===== src/rtl/rnn_step_ctrl.sv =====
// One RNN time step: h' = ReLU(sat16((W0^T x + W1^T h + (b<<8)) >>> 8)) over a
// 4-input / 16-hidden Q8.8 tensor set, one MAC term per cycle.
module rnn_step_ctrl (
    input  logic        clk,
    input  logic        rst_n,
    input  logic        start,
    input  logic [63:0] x_in,
    output logic        busy,
    output logic        done,
    output logic [1:0]  w0_seli,
    output logic [3:0]  w0_selj,
    input  logic [15:0] w0_data,
    output logic [3:0]  w1_seli,
    output logic [3:0]  w1_selj,
    input  logic [15:0] w1_data,
    output logic [3:0]  b_sel,
    input  logic [15:0] b_data,
    output logic [3:0]  h_sel,
    input  logic [15:0] h_rdata,
    output logic        h_write,
    output logic [15:0] h_wdata,
    output logic [2:0]  state_dbg
);

    typedef enum logic [2:0] {
        S_IDLE = 3'd0,
        S_MAC  = 3'd1,
        S_ACT  = 3'd2,
        S_WB   = 3'd3,
        S_DONE = 3'd4
    } state_t;

    state_t             state;
    logic [3:0]         j;
    logic [4:0]         t;
    logic [3:0]         n;
    logic signed [39:0] acc;
    logic signed [15:0] x_lat [4];
    logic [15:0]        res_buf [16];

    logic [4:0]         prev_t;
    logic signed [31:0] prod;
    logic signed [39:0] sum_full;
    logic signed [39:0] shifted;
    logic [15:0]        act_val;

    assign busy      = (state != S_IDLE);
    assign state_dbg = state;

    // Read data always belongs to the term issued one cycle earlier.
    assign prev_t = t - 5'd1;

    always_comb begin
        if (prev_t < 5'd4) prod = x_lat[prev_t[1:0]] * $signed(w0_data);
        else               prod = $signed(h_rdata) * $signed(w1_data);
    end

    always_comb begin
        sum_full = acc + $signed({{16{b_data[15]}}, b_data, 8'h00});
        shifted  = sum_full >>> 8;
        if (shifted > 40'sd32767)       act_val = 16'h7fff;
        else if (shifted < -40'sd32768) act_val = 16'h8000;
        else                            act_val = shifted[15:0];
        if (act_val[15]) act_val = 16'h0000;
    end

    always_ff @(posedge clk or negedge rst_n) begin
        if (!rst_n) begin
            state   <= S_IDLE;
            j       <= '0;
            t       <= '0;
            n       <= '0;
            acc     <= '0;
            done    <= 1'b0;
            h_write <= 1'b0;
            h_wdata <= '0;
            w0_seli <= '0;
            w0_selj <= '0;
            w1_seli <= '0;
            w1_selj <= '0;
            b_sel   <= '0;
            h_sel   <= '0;
            for (int i = 0; i < 4; i++)  x_lat[i]   <= '0;
            for (int i = 0; i < 16; i++) res_buf[i] <= '0;
        end else begin
            case (state)
                S_IDLE: begin
                    if (start) begin
                        for (int i = 0; i < 4; i++) x_lat[i] <= x_in[16*i +: 16];
                        j       <= '0;
                        t       <= '0;
                        acc     <= '0;
                        w0_seli <= '0;
                        w0_selj <= '0;
                        state   <= S_MAC;
                    end
                end
                S_MAC: begin
                    if (t != 5'd0) acc <= acc + {{8{prod[31]}}, prod};
                    if (t == 5'd20) begin
                        state <= S_ACT;
                    end else begin
                        t <= t + 5'd1;
                        // Selects are set up for term t+1.
                        if (t < 5'd3) begin
                            w0_seli <= 2'(t + 5'd1);
                        end else if (t < 5'd19) begin
                            h_sel   <= 4'(t - 5'd3);
                            w1_seli <= 4'(t - 5'd3);
                            w1_selj <= j;
                        end else begin
                            b_sel <= j;
                        end
                    end
                end
                S_ACT: begin
                    res_buf[j] <= act_val;
                    if (j == 4'd15) begin
                        n       <= '0;
                        h_write <= 1'b1;
                        h_sel   <= '0;
                        h_wdata <= res_buf[0];
                        state   <= S_WB;
                    end else begin
                        j       <= j + 4'd1;
                        t       <= '0;
                        acc     <= '0;
                        w0_seli <= '0;
                        w0_selj <= j + 4'd1;
                        state   <= S_MAC;
                    end
                end
                S_WB: begin
                    if (n == 4'd15) begin
                        h_write <= 1'b0;
                        done    <= 1'b1;
                        state   <= S_DONE;
                    end else begin
                        n       <= n + 4'd1;
                        h_sel   <= n + 4'd1;
                        h_wdata <= res_buf[n + 4'd1];
                    end
                end
                S_DONE: begin
                    done  <= 1'b0;
                    state <= S_IDLE;
                end
                default: state <= S_IDLE;
            endcase
        end
    end

endmodule


===== config.mk =====
export PLATFORM = sky130hd
export DESIGN_NAME = rnn_step_ctrl
export DESIGN_NICKNAME = d
export VERILOG_FILES = /design/src/rtl/rnn_step_ctrl.sv
export SDC_FILE = /design/constraint.sdc
export NUM_CORES = 2
export LEC_CHECK = 0
export CAP_MARGIN = 20
export CORE_UTILIZATION = 45
export CTS_CLUSTER_DIAMETER = 30
export DETAILED_ROUTE_END_ITERATION = 10
export PLACE_DENSITY = 0.67
export SLEW_MARGIN = 10
export SYNTH_ARGS = -nofsm -noshare
export SYNTH_HDL_FRONTEND = slang
export SYNTH_SLANG_ARGS = --single-unit

===== constraint.sdc =====
create_clock -name clk -period 9.5 [get_ports clk]
set_clock_uncertainty 0.05 [all_clocks]
set_input_delay 1.425 -clock clk [delete_from_list [all_inputs] [get_ports clk]]
set_output_delay 1.425 -clock clk [all_outputs]
set_load 0.01 [all_outputs]

# Word level (Yosys, flattened, before mapping)

Index checks and enable logic that the tools add are counted.

Register bits: 412
Bits of input ports: 131
Word-level logic and storage cells: 145

$add $sub $neg: 7
Multipliers: 2
$lt $le $gt $ge: 9
Eq/ne operators: 18
Multiplexer cells: 49
Bitwise operators: 6
Reduce and logical (&&, ||, !) cells: 21

Operators with widths:

| kind                                                         | number |
|---|---|
| bitwise mux 256 bit                                          | 1 |
| two-way mux 16 bit                                           | 9 |
| two-way mux 40 bit                                           | 3 |
| one-hot mux 40 bit (3 select lines)                          | 1 |
| binary-select mux 16 bit (select 4 bit)                      | 1 |
| demux 16 bit (select 4 bit)                                  | 1 |
| multiplier 16 x 16 -> 32 bit                                 | 2 |
| adder 40 x 24 -> 40 bit                                      | 1 |
| adder 40 bit                                                 | 1 |
| binary-select mux 16 bit (select 2 bit)                      | 1 |
| > comparator 32 x 16 -> 1 bit, second input constant         | 1 |
| less-than comparator 32 x 16 -> 1 bit, second input constant | 1 |
| two-way mux 32 bit                                           | 1 |
| one-hot mux 16 bit (2 select lines)                          | 1 |
| two-way mux 4 bit                                            | 7 |
| inequality test 2 bit, second input constant                 | 11 |
| one-hot mux 4 bit (2 select lines)                           | 2 |
| AND reduction 4 bit                                          | 4 |
| two-way mux 15 bit                                           | 1 |
| two-way mux 5 bit                                            | 3 |
| one-hot mux 5 bit (3 select lines)                           | 1 |
| one-hot mux 3 bit (4 select lines)                           | 1 |
| one-hot mux 4 bit (3 select lines)                           | 1 |
| AND reduction 3 bit                                          | 4 |
| 31 further kinds                                             | 52 |

# Logic depth before layout (Yosys ltp)

Word-level depth: 10
Mapped depth: 44
Mapped depth without buffers: 41

# Worst setup path after synthesis

OpenSTA, ideal clock, no wires.

Path type: flip-flop to flip-flop
From: reg t[0]
To: reg acc[36]
Arrival time: 9.715 ns
Required time: 9.329 ns
Setup slack: -0.386 ns
Stages on the path, launching flop included: 37
Buffers on the path: 3
Period minus slack after synthesis: 9.886 ns
Cells stage by stage: dfrtp_1 inv_1 ha_1 clkbuf_1 buf_1 mux4_2 clkbuf_1 nand2_1 inv_1 fa_1 fa_1 fa_1 fa_1 fa_1 inv_1 fa_1 inv_1 ha_1 a21o_1 a21o_1 a21o_1 a221oi_1 o21ai_0 a21o_1 a21oi_1 xor2_1 o21ai_0 ha_1 nand3_1 or4_1 a31oi_1 o311ai_0 a31oi_1 a211oi_1 o41ai_1 xor2_1 a22o_1

Word-level cells in the longest chain between the ends: 10
Elaborated cells on any way between the ends: 14
Classes of those cells: 2 x add/sub; 1 x mul; 1 x order compare; 1 x eq/ne; 6 x mux; 1 x bitwise; 2 x reduce/logical

Ends and longest elaborated chain:

| element                                               | RTL line | RTL |
|---|---|---|
| start: declaration                                    | 35       | `logic [4:0] t;` |
| start signal: assignment                              | 103      | `t <= t + 5'd1;` |
| subtractor 5 x 1 -> 5 bit *                           | 51       | `assign prev_t = t - 5'd1;` |
| named net prev_t[0]                                   | 41       | `logic [4:0] prev_t;` |
| inverter 2 -> 3 bit (implied by the code)             | 54       | `if (prev_t < 5'd4) prod = x_lat[prev_t[1:0]] * $signed(w0_data);` |
| binary-select mux 16 bit (select 2 bit)               | 54       |  |
| two-way mux 16 bit (implied by the code) (2 in a row) | 54       |  |
| multiplier 16 x 16 -> 32 bit                          | 54       |  |
| two-way mux 32 bit *                                  | 54       |  |
| adder 40 bit *                                        | 99       | `if (t != 5'd0) acc <= acc + {{8{prod[31]}}, prod};` |
| two-way mux 40 bit *                                  | 99       |  |
| one-hot mux 40 bit (3 select lines) *                 | 86       | `case (state)` |
| end signal: assignment                                | 99       |  |
| end: declaration                                      | 37       | `logic signed [39:0] acc;` |

The timed path passes the listed nets; every way through them passes the cells marked *. The select of a mux whose other input is x is not followed.
A chain may end at the register's enable or synchronous reset.

# Final worst setup path

From: reg t[0]
To: reg acc[36]

Word-level cells in the longest chain between the ends: 10
Elaborated cells on any way between the ends: 14
Classes of those cells: 2 x add/sub; 1 x mul; 1 x order compare; 1 x eq/ne; 6 x mux; 1 x bitwise; 2 x reduce/logical

Ends and longest elaborated chain:

| element                                               | RTL line |
|---|---|
| subtractor 5 x 1 -> 5 bit                             | 51 |
| inverter 2 -> 3 bit (implied by the code)             | 54 |
| binary-select mux 16 bit (select 2 bit)               | 54 |
| two-way mux 16 bit (implied by the code) (2 in a row) | 54 |
| multiplier 16 x 16 -> 32 bit                          | 54 |
| two-way mux 32 bit                                    | 54 |
| adder 40 bit                                          | 99 |
| two-way mux 40 bit                                    | 99 |
| one-hot mux 40 bit (3 select lines)                   | 86 |

Parallel ways exist; a longest one is shown, timed or not. The select of a mux whose other input is x is not followed.

==> results.md <==
- Core area: 0.0885 sq mm
- Worst r2r src: t[0]$_DFFE_PN0P_
- Placed Area: 0.0461 sq mm
- Crit path DAT: 9850 ps
- Failing checks: design-rule violations
- Antenna-violating nets left: 0
- Worst Setup SP: t[0]$_DFFE_PN0P_
- Met1 Use GR: 33.0%
- Crit-path slowest cell: fa_1
- Root buf cell: clkbuf_16
- Share of cells above drive strength 1: 18.9%
- First-pass GRT wire length: 174,000 um
- Initial DRC count: 2,153
- Synth unique cells: 74
- HPWL after DPL: 82,600 um
- Total track usage: 24.1%
- Slew of the pin with the lowest slew margin: 1050 ps
- Cell Area, Synth: 0.0403 sq mm
- Worst path depth: 35
- Hold WC Path Type: reg -> reg
- Outcome: complete, but fails checks
- Worst Reg-to-Reg Cells: 35
- Setup crit end kind: flip-flop
- Die H: 301 um
- Max-slew headroom: 29.5%
- Worst skew pair latency: 620 ps
- Most common flop cell mapped by yosys: dfrtp_1
- Total CTS buffers: 75
- CTS tree: done
- Crit path capture: acc[36]$_DFFE_PN0P_
- Crit path kind: reg -> reg
- DR WL/cell: 18.2 um
- First drt pass iteration count: 9
- Number of hold violations in the final report: 0
- Top cells by count, synth: 638 x nand2_1, 616 x inv_1, 526 x fa_1, 395 x dfrtp_1, 358 x o21ai_0
- Most frequent cell after synthesis: nand2_1
- Fin crit share: 99.0%
- Min Tclk post-route: 9400 ps
- CP top delay family: adder cells
- Ys Warns: 0
- Io pins: 175
- Final instance area: 0.0498 sq mm
- Area growth syn-to-layout: 23.7%
- Synth top area share: 26.1%
- Min Hold Slack: 425 ps
- RSZ-0062 raised after global routing: true
- Max Root-Sink Buffers: 3
- Synth area leader: fa_1
- Via count: 31,200
- Number of port buffers: 173
- Flops & latches, synth: 395
- Max Freq: 106 MHz
- Die width: 301 um
- Clk slew on worst S/H paths: 50 ps
- Number of global-route vias before repair: 32,800
- Async S/R FF share, synth: 100%
- Initial antenna violation count: 3
- Worst Path Max Fanout: 5
- Synth area leaders: fa_1 26%, dfrtp_1 25%, ha_1 7.6%, nand2_1 5.9%, inv_1 5.7%
- Residual DRC: 82
- # hold bufs at CTS: 0
- GPL Wtd Cong: 0.892
- Critical path startpoint category: flip-flop
- Syn_nets: 5,024
- Synthesized area per cell: 9.77 sq um
- CP bufs+invs: 5
- EDFF count, synth: 0
- Slowest Stage Delay on Critical Path: 610 ps
- Htree depth: 3
- Busiest grt layer: met2
- Worst R2R End: acc[36]$_DFFE_PN0P_
- Crit path top cell by count: fa_1
- R2r setup slk: 100 ps
- Pins over their slew limit: 0
- Final #Nets: 5,547
- Die area: 0.0907 sq mm
- Initial Utilization: 45.5%
- GR Util met3: 3.34%
- Number of max-cap violations: 0
- Worst EP required: 9950 ps
- Grt ovf: 0
- Clock sinks: 395
- Setup violators final: 0
- Syn Inst Count: 4,123
- Largest net degree at the start of global routing: 174
- Rows: 109
- Met2 usage: 39.7%
- Seq/Total Area, Yosys: 24.5%
- Final wirelength: 107,000 um
- Vias per cell: 5.31
final cells by class:
cell class,instances,area [sq um]
clock inverters,51,769
multi-input cells,2935,27900
clock buffers,89,2050
flip-flops and latches,395,9890
well taps,1165,1460
fillers,7512,38700
repair buffers,622,5470
inverters,617,2320
diodes,4,10.0
worst min-delay path: stages, from the launching register on:
cell	delay, ps
dfrtp_1	330
nand2_1	40
o21ai_0	60
sequential cells by signal (all words and copies together), names as in the netlist, 5 cells and up:
register  flops
res_buf     240
x_lat        64
acc          40
h_wdata      15
t             5
cell families after synthesis:
logic type                 synth area share, %
DFF                                       24.5
xor gates and xnor gates                  3.00
other                                  0.00931
and+or+nand+nor                           13.6
AOI/OAI and AO/OA                         9.76
adders and majority gates                 33.7
buffers and inverters                     7.62
muxes                                     7.71
layout by cell type (no fill, tap or decap), drive strengths merged, types with 16 or more instances in the layout:
| cell type | n |
|---|---|
| o21ai | 360 |
| ha | 244 |
| mux2i | 18 |
| nor3 | 22 |
| clkbuf | 89 |
| dfrtp | 395 |
| mux2 | 78 |
| xnor2 | 82 |
| nand4 | 20 |
| a21oi | 119 |
| nand2 | 638 |
| a21o | 50 |
| buf | 450 |
| nand2b | 38 |
| mux4 | 91 |
| clkinv | 21 |
| and2 | 224 |
| nand3 | 34 |
| inv | 625 |
| and3 | 18 |
| o21bai | 17 |
| o21a | 16 |
| nor2b | 16 |
| nor2 | 127 |
| xor2 | 56 |
| dlymetal6s2s | 19 |
| clkdlybuf4s50 | 149 |
| fa | 526 |
per-stage QoR:
stage               util [%]  TNS [ps]  instances  setup WS (ps)
floorplan                  -         0       4123           57.8
global placement        52.0     -5930       5694           -816
detailed placement      52.0     -7130       5696           -963
CTS                     55.3         0       5838           1.94
global route            56.3      -496       5877           -170
finish                  56.3         0       5878           97.1
routing by layer:
layer | vias to the layer above | wire (um)
met3 | 168 | 6730
li1 | 14400 | -
met2 | 986 | 51800
met5 | - | 0
met4 | 0 | 2740
met1 | 15700 | 45900
worst min path at each step:
| stage | startpoint | to | slack [ps] | cells after the start |
|---|---|---|---|---|
| finish | res_buf[176]$_DFFE_PN0P_ | res_buf[176]$_DFFE_PN0P_ | 430 | 2 |
| global placement | res_buf[16]$_DFFE_PN0P_ | res_buf[16]$_DFFE_PN0P_ | 410 | 2 |
| global route | res_buf[215]$_DFFE_PN0P_ | res_buf[215]$_DFFE_PN0P_ | 440 | 2 |
| CTS | res_buf[215]$_DFFE_PN0P_ | res_buf[215]$_DFFE_PN0P_ | 430 | 2 |
| detailed placement | res_buf[144]$_DFFE_PN0P_ | res_buf[144]$_DFFE_PN0P_ | 410 | 2 |
| floorplan | res_buf[0]$_DFFE_PN0P_ | res_buf[0]$_DFFE_PN0P_ | 390 | 2 |
timing repair:
action	CTS	global route
gates resized for setup	18	152
buffers inserted	2	35
pin swaps	3	98
gates cloned	0	1
endpoints found under the setup margin	9	9
Power is not shown: default switching activity piles up to over one toggle a cycle in this logic, so the estimate is an artifact.
